$ cat src/rtl/muldiv_unit_if.sv
// rtl/muldiv_unit_if.sv - Request/write-back bundle between the core and the multiply/divide unit
interface muldiv_unit_if #(
    parameter int XLEN = 32
);
    logic            start;
    logic [2:0]      funct3;
    logic [XLEN-1:0] a;
    logic [XLEN-1:0] b;
    logic [4:0]      rd_in;
    logic            busy;
    logic            done;
    logic [XLEN-1:0] result;
    logic [4:0]      rd_out;
    logic            we;

    modport master (
        output start, funct3, a, b, rd_in,
        input  busy, done, result, rd_out, we
    );

    modport slave (
        input  start, funct3, a, b, rd_in,
        output busy, done, result, rd_out, we
    );
endinterface

$ cat src/rtl/muldiv_unit.sv
// rtl/muldiv_unit.sv - Iterative RV32M multiply/divide unit; MULDIV_EARLY_OUT_EN enables 1-cycle trivial cases
module muldiv_unit #(
    parameter int XLEN = 32
) (
    input  logic         clk,
    input  logic         rst,
    muldiv_unit_if.slave bus
);
    typedef enum logic [1:0] {
        S_IDLE = 2'd0,
        S_RUN  = 2'd1,
        S_DONE = 2'd2
    } state_t;

    state_t            state_q, state_d;
    logic [2:0]        op_q, op_d;
    logic [4:0]        rd_q, rd_d;
    logic [XLEN-1:0]   mag_b_q, mag_b_d;
    logic [2*XLEN-1:0] acc_q, acc_d;
    logic              neg_main_q, neg_main_d;
    logic              neg_rem_q, neg_rem_d;
    logic              div0_q, div0_d;
    logic [5:0]        cnt_q, cnt_d;
    logic              busy_q, busy_d;
    logic              done_q, done_d;
    logic [XLEN-1:0]   result_q, result_d;
    logic [4:0]        rd_out_q, rd_out_d;

    logic              in_signed_a, in_signed_b;
    logic [XLEN-1:0]   in_mag_a, in_mag_b;

    logic [XLEN:0]     add_sum;
    logic [XLEN:0]     sub_shift;
    logic [XLEN+1:0]   sub_diff;
    logic [2*XLEN-1:0] acc_step;

    always_comb begin
        in_signed_a = (bus.funct3 == 3'b001) || (bus.funct3 == 3'b010) ||
                      (bus.funct3 == 3'b100) || (bus.funct3 == 3'b110);
        in_signed_b = (bus.funct3 == 3'b001) || (bus.funct3 == 3'b100) ||
                      (bus.funct3 == 3'b110);
        in_mag_a    = (in_signed_a && bus.a[XLEN-1]) ? -bus.a : bus.a;
        in_mag_b    = (in_signed_b && bus.b[XLEN-1]) ? -bus.b : bus.b;
    end

    // acc holds {hi, multiplier} for multiply and {remainder, dividend/quotient} for divide
    always_comb begin
        add_sum   = {1'b0, acc_q[2*XLEN-1:XLEN]} + (acc_q[0] ? {1'b0, mag_b_q} : '0);
        sub_shift = acc_q[2*XLEN-1:XLEN-1];
        sub_diff  = {1'b0, sub_shift} - {2'b00, mag_b_q};
        if (op_q[2]) begin
            if (sub_diff[XLEN+1]) begin
                acc_step = {sub_shift[XLEN-1:0], acc_q[XLEN-2:0], 1'b0};
            end else begin
                acc_step = {sub_diff[XLEN-1:0], acc_q[XLEN-2:0], 1'b1};
            end
        end else begin
            acc_step = {add_sum, acc_q[XLEN-1:1]};
        end
    end

    function automatic logic [XLEN-1:0] select_result(
        input logic [2:0]        op,
        input logic [2*XLEN-1:0] acc,
        input logic              neg_main,
        input logic              neg_rem,
        input logic              div0
    );
        logic [2*XLEN-1:0] prod;
        logic [XLEN-1:0]   quo;
        logic [XLEN-1:0]   rem;
        prod = neg_main ? -acc : acc;
        quo  = div0 ? '1 : (neg_main ? -acc[XLEN-1:0] : acc[XLEN-1:0]);
        // With a zero divisor the remainder register ends up holding |a|, so sign fixup yields a
        rem  = neg_rem ? -acc[2*XLEN-1:XLEN] : acc[2*XLEN-1:XLEN];
        case (op)
            3'b000:                 select_result = prod[XLEN-1:0];
            3'b001, 3'b010, 3'b011: select_result = prod[2*XLEN-1:XLEN];
            3'b100, 3'b101:         select_result = quo;
            default:                select_result = rem;
        endcase
    endfunction

`ifdef MULDIV_EARLY_OUT_EN
    logic            early_out;
    logic [XLEN-1:0] early_res;

    always_comb begin
        early_out = 1'b0;
        early_res = '0;
        if (bus.funct3[2]) begin
            if (bus.b == '0) begin
                early_out = 1'b1;
                early_res = bus.funct3[1] ? bus.a : '1;
            end else if (!bus.funct3[0] && (bus.a == {1'b1, {(XLEN-1){1'b0}}}) && (bus.b == '1)) begin
                early_out = 1'b1;
                early_res = bus.funct3[1] ? '0 : bus.a;
            end
        end else if ((bus.a == '0) || (bus.b == '0)) begin
            early_out = 1'b1;
        end
    end
`endif

    always_comb begin
        state_d    = state_q;
        op_d       = op_q;
        rd_d       = rd_q;
        mag_b_d    = mag_b_q;
        acc_d      = acc_q;
        neg_main_d = neg_main_q;
        neg_rem_d  = neg_rem_q;
        div0_d     = div0_q;
        cnt_d      = cnt_q;
        busy_d     = busy_q;
        done_d     = 1'b0;
        result_d   = result_q;
        rd_out_d   = rd_out_q;
        case (state_q)
            S_IDLE: begin
                if (bus.start) begin
                    op_d       = bus.funct3;
                    rd_d       = bus.rd_in;
                    acc_d      = {{XLEN{1'b0}}, in_mag_a};
                    mag_b_d    = in_mag_b;
                    neg_main_d = (in_signed_a & bus.a[XLEN-1]) ^ (in_signed_b & bus.b[XLEN-1]);
                    neg_rem_d  = in_signed_a & bus.a[XLEN-1];
                    div0_d     = (bus.b == '0);
                    cnt_d      = '0;
                    busy_d     = 1'b1;
                    state_d    = S_RUN;
`ifdef MULDIV_EARLY_OUT_EN
                    if (early_out) begin
                        state_d  = S_DONE;
                        done_d   = 1'b1;
                        result_d = early_res;
                        rd_out_d = bus.rd_in;
                    end
`endif
                end
            end
            S_RUN: begin
                acc_d = acc_step;
                cnt_d = cnt_q + 6'd1;
                if (cnt_q == 6'(XLEN-1)) begin
                    state_d  = S_DONE;
                    done_d   = 1'b1;
                    result_d = select_result(op_q, acc_step, neg_main_q, neg_rem_q, div0_q);
                    rd_out_d = rd_q;
                end
            end
            S_DONE: begin
                busy_d  = 1'b0;
                state_d = S_IDLE;
            end
            default: state_d = S_IDLE;
        endcase
    end

    always_ff @(posedge clk) begin
        if (rst) begin
            state_q    <= S_IDLE;
            op_q       <= '0;
            rd_q       <= '0;
            mag_b_q    <= '0;
            acc_q      <= '0;
            neg_main_q <= 1'b0;
            neg_rem_q  <= 1'b0;
            div0_q     <= 1'b0;
            cnt_q      <= '0;
            busy_q     <= 1'b0;
            done_q     <= 1'b0;
            result_q   <= '0;
            rd_out_q   <= '0;
        end else begin
            state_q    <= state_d;
            op_q       <= op_d;
            rd_q       <= rd_d;
            mag_b_q    <= mag_b_d;
            acc_q      <= acc_d;
            neg_main_q <= neg_main_d;
            neg_rem_q  <= neg_rem_d;
            div0_q     <= div0_d;
            cnt_q      <= cnt_d;
            busy_q     <= busy_d;
            done_q     <= done_d;
            result_q   <= result_d;
            rd_out_q   <= rd_out_d;
        end
    end

    assign bus.busy   = busy_q;
    assign bus.done   = done_q;
    assign bus.result = result_q;
    assign bus.rd_out = rd_out_q;
    assign bus.we     = done_q & (rd_out_q != 5'd0);
endmodule
$ cat src/flat_wrapper.sv
// flat-port wrapper written by rule: the top's interface ports become plain ports
module muldiv_unit_flat 
#(
    parameter int XLEN = 32
)
  (clk, rst, bus_start, bus_funct3, bus_a, bus_b, bus_rd_in, bus_busy, bus_done, bus_result, bus_rd_out, bus_we);
  muldiv_unit_if #(.XLEN(XLEN)) bus_i ();
  input  logic clk;
  input  logic rst;
  input wire logic [$bits(bus_i.start)-1:0] bus_start;
  input wire logic [$bits(bus_i.funct3)-1:0] bus_funct3;
  input wire logic [$bits(bus_i.a)-1:0] bus_a;
  input wire logic [$bits(bus_i.b)-1:0] bus_b;
  input wire logic [$bits(bus_i.rd_in)-1:0] bus_rd_in;
  output wire logic [$bits(bus_i.busy)-1:0] bus_busy;
  output wire logic [$bits(bus_i.done)-1:0] bus_done;
  output wire logic [$bits(bus_i.result)-1:0] bus_result;
  output wire logic [$bits(bus_i.rd_out)-1:0] bus_rd_out;
  output wire logic [$bits(bus_i.we)-1:0] bus_we;
  assign bus_i.start = bus_start;
  assign bus_i.funct3 = bus_funct3;
  assign bus_i.a = bus_a;
  assign bus_i.b = bus_b;
  assign bus_i.rd_in = bus_rd_in;
  assign bus_busy = bus_i.busy;
  assign bus_done = bus_i.done;
  assign bus_result = bus_i.result;
  assign bus_rd_out = bus_i.rd_out;
  assign bus_we = bus_i.we;
  muldiv_unit #(.XLEN(XLEN)) u_core (.clk(clk), .rst(rst), .bus(bus_i));
endmodule
$ cat config.mk
export PLATFORM = sky130hd
export DESIGN_NAME = muldiv_unit_flat
export DESIGN_NICKNAME = d
export VERILOG_FILES = /design/src/rtl/muldiv_unit_if.sv /design/src/rtl/muldiv_unit.sv /design/src/flat_wrapper.sv
export SDC_FILE = /design/constraint.sdc
export NUM_CORES = 1
export LEC_CHECK = 0
export CORE_AREA = 5 5 193 195
export DETAILED_ROUTE_END_ITERATION = 6
export DIE_AREA = 0 0 198 200
export GPL_TIMING_DRIVEN = 1
export PLACE_DENSITY = 0.73
export SKIP_LAST_GASP = 1
export SYNTH_ARGS = -nofsm -noshare
export SYNTH_HDL_FRONTEND = slang
export SYNTH_SLANG_ARGS = --single-unit
$ cat constraint.sdc
create_clock -name clk -period 4.55 [get_ports clk]
set_input_delay 0.91 -clock clk [delete_from_list [all_inputs] [get_ports clk]]
set_output_delay 0.91 -clock clk [all_outputs]
set_load 0.01 [all_outputs]
==> impl_metrics.csv <==
group,metric,value,unit
detailed_routing,wl_met1,27170,um
power_and_ir_drop,vdd_drop_max,0.2308,mV
synth,syn_area_per_cell,7.194,um2
worst_setup_path,critPathKind,"reg -> reg",
floorplan,die_w,198,um
synth,synth_flop_cell,"dfxtp_1",
clock_tree,clockBufferDepth,2,
clock_tree,cts_sinks,154,
clock_tree,cts_root_buffer,"clkbuf_16",
synth,ys_ff_latch,154,
final_layout,n_fill_cell,3338,
hold_path,min-delay-start,"u_core.bus.result[22]",
detailed_routing,route.met2.wl,28850,um
floorplan,io_pins,115,
timing,drv_slew,0,
place,place_congestion,0.9905,
synth,synth_cells,2079,
final_layout,antenna_cells,0,
synth,ys_warn_count,0,
final_layout,final_util,0.5838,
worst_setup_path,arrival,5.20,ns
detailed_routing,ant_nets,0,
flow_run,maxCapViolations,0,
final_layout,area_growth,37.51,%
worst_setup_path,cp_max_fo,6,
hold_path,hp-class,"reg -> reg",
final_layout,nets,2630,
timing,worst_clock_skew,0.01476,ns
run_status,outcome,"complete, but fails checks",
timing,tightest_slew,0.9981,ns
global_routing,grt_usage,0.3075,
detailed_routing,dr_wl_met3,5023,um
floorplan,core,0.03522,mm2
floorplan,rows,69,
clock_tree,numCtsBuffers,17,
synth,ys_seq_area_frac,0.2061,
final_layout,drive_gt1_frac,0.2467,
power_and_ir_drop,cellPowerDensity,259.7,mW/mm2
global_routing,grt_pass1_wl,96030,um
timing,fin_crit,4.866,ns
timing,setup_slack,-0.3162,ns
detailed_routing,first_pass_iters,6,
timing,finalHoldViolations,0,
place,hpwl,49160,um
timing,whs,0.4480,ns
clock_tree,cts-htree-levels,4,
clock_tree,clk_latency,0.45,ns
timing,slew_headroom,0.3346,
worst_setup_path,startpoint_type,"flip-flop",
timing,rsz0062_at_grt,"true",
global_routing,grt_remaining_overflow,0,
synth,ys_top_cells_by_area,"dfxtp_1 (21%), a21oi_1 (6.8%), nand2_1 (6.0%), ha_1 (5.8%), xnor2_1 (5.7%)",
worst_setup_path,required,4.89,ns
worst_setup_path,setup.worst_path.start,"u_core.mag_b_q[14]",
synth,yosysMostFrequentCell,"nand2_1",
final_layout,fin_area,0.02056,mm2
floorplan,dieArea,0.03960,mm2
place,postPlaceCellArea,0.01902,mm2
synth,synth_async_sr_flop_share,0,
place,place_inst,2888,
synth,synth_top_area_cell,"dfxtp_1",
detailed_routing,drtIter0Drc,2162,
worst_setup_path,critPathCaptureType,"flip-flop",
global_routing,grt_max_degree,105,
global_routing,antenna_found_initial,2,
worst_setup_path,worstReg2RegStart,"u_core.mag_b_q[14]",
synth,synth_edf_count,0,
floorplan,start_util,0.4246,
power_and_ir_drop,finalPower,5.341,mW
synth,syn_area,0.01496,mm2
detailed_routing,dr_total_vias,18010,
place,io_buffer_count,114,
synth,synth_top_area_share,0.2061,
floorplan,die_y,200,um
detailed_routing,wl_per_cell,21.49,um
synth,netlist_top_cells_count,"nand2_1 (239), nor2_1 (214), a21oi_1 (203)",
detailed_routing,highest_layer,"met5",
detailed_routing,drcViolationCount,0,
power_and_ir_drop,leakage,8.268,nW
timing,setup_violations,5,
detailed_routing,viasPerCell,6.088,
final_layout,final_cells,2958,
run_status,violations,"setup timing",
synth,synth_cell_types,94,
synth,synth_fp_nets,2225,
global_routing,grt_pass1_vias,17210,
detailed_routing,drt-total-wl,63550,um
clock_tree,clk_pin_slew,0.08,ns
timing,max_freq,0.2055,GHz
timing,period_share,1.070,
clock_tree,cts_tree,"done",
## worst max-delay path: stages (launching register included)
cell and delay [ns]:
dfxtp_2 0.33, inv_2 0.04, ha_4 0.27, buf_6 0.12, nand4_1 0.22, a2111oi_4 0.44
buf_4 0.19, o31ai_4 0.10, buf_4 0.16, a21boi_4 0.15, o22ai_2 0.09, inv_1 0.10
ha_2 0.19, nand2_2 0.06, or3_1 0.34, nor3_2 0.13, a311oi_2 0.08, a211oi_4 0.20
o211ai_1 0.19, or4_4 0.53, or4_4 0.43, o21ai_2 0.15, nand4b_1 0.11, o221a_1 0.13
## routing by layer
metal  up-vias  GRT usage
li1       8420          -
met1      8594     0.4150
met2       835     0.4928
met3       157    0.05404
met4         2     0.1183
met5         -          0
## sequential cells by signal (all words and copies together), names as in the netlist
signal             cells
u_core.div0_q          1
u_core.bus.rd_out      5
u_core.neg_main_q      1
u_core.state_q         2
u_core.bus.result     32
u_core.rd_q            5
u_core.acc_q          64
u_core.mag_b_q        32
u_core.bus.busy        1
u_core.cnt_q           6
u_core.neg_rem_q       1
u_core.bus.done        1
u_core.op_q            3
## where the power goes
group | total, mW | switching (mW) | internal [mW] | leakage [nW]
Combinational | 2.36 | 1.33 | 1.03 | 6.72
Clock | 1.49 | 0.710 | 0.782 | 0.290
Sequential | 1.49 | 0.0771 | 1.41 | 1.26
## worst paths after layout
path | slack (ns) | endpoint | cells past startpoint
max | -0.32 | u_core.bus.result[28] | 23
min | 0.45 | u_core.bus.result[22] | 2
max reg2reg | -0.32 | u_core.bus.result[28] | 23
min reg2reg | 0.45 | u_core.bus.result[22] | 2
## logic make-up after synthesis
kind of cell	synth area share
buf+inv	0.05296
flops	0.2061
xor+xnor	0.09956
simple gates	0.2489
compound gates	0.2987
mux	0.03338
fa+ha+maj	0.06040
## layout by cell type (no fill, tap or decap), types with 22 or more instances in the layout
cell type / instances
a211oi_1: 38
a21o_1: 22
a21oi_1: 189
a221oi_1: 27
a31oi_1: 22
and2_1: 40
buf_4: 390
clkdlybuf4s50_1: 113
dfxtp_1: 138
ha_1: 47
inv_1: 64
mux2i_1: 32
nand2_1: 237
nand3_1: 53
nor2_1: 210
nor3_1: 37
o21ai_0: 106
o21ai_1: 23
o31ai_1: 24
or3_1: 25
xnor2_1: 98
xor2_1: 71
## timing repair
action                                  4_1_cts  5_1_grt
endpoints found under the setup margin       21       25
cloned                                        1        0
gates resized for setup                      67       86
setup buffers                                17       22
pin swaps                                    19       26
hold buffers                                  0        0
## stage by stage
| stage | TNS, ns | worst slack (ns) |
|---|---|---|
| 4_1_cts | -0.6587 | -0.1824 |
| 3_5_place_dp | -4.794 | -0.4095 |
| 3_3_place_gp | -2.353 | -0.2843 |
| 6_report | -0.5916 | -0.3162 |
| 2_1_floorplan | -0.2384 | -0.2384 |
| 5_1_grt | -2.841 | -0.4171 |
## final cells by class
type,count,area [um2],share of cell area
sequential,154,3110,0.1513
clock buffer,18,429.2,0.02087
timing repair buffer,513,4215,0.2050
clock inverter,14,157.7,0.007666
inverter,70,262.8,0.01278
multi-input combinational,1728,11810,0.5744
tap,461,576.8,0.02805
Power figures use the tool's default switching activity.
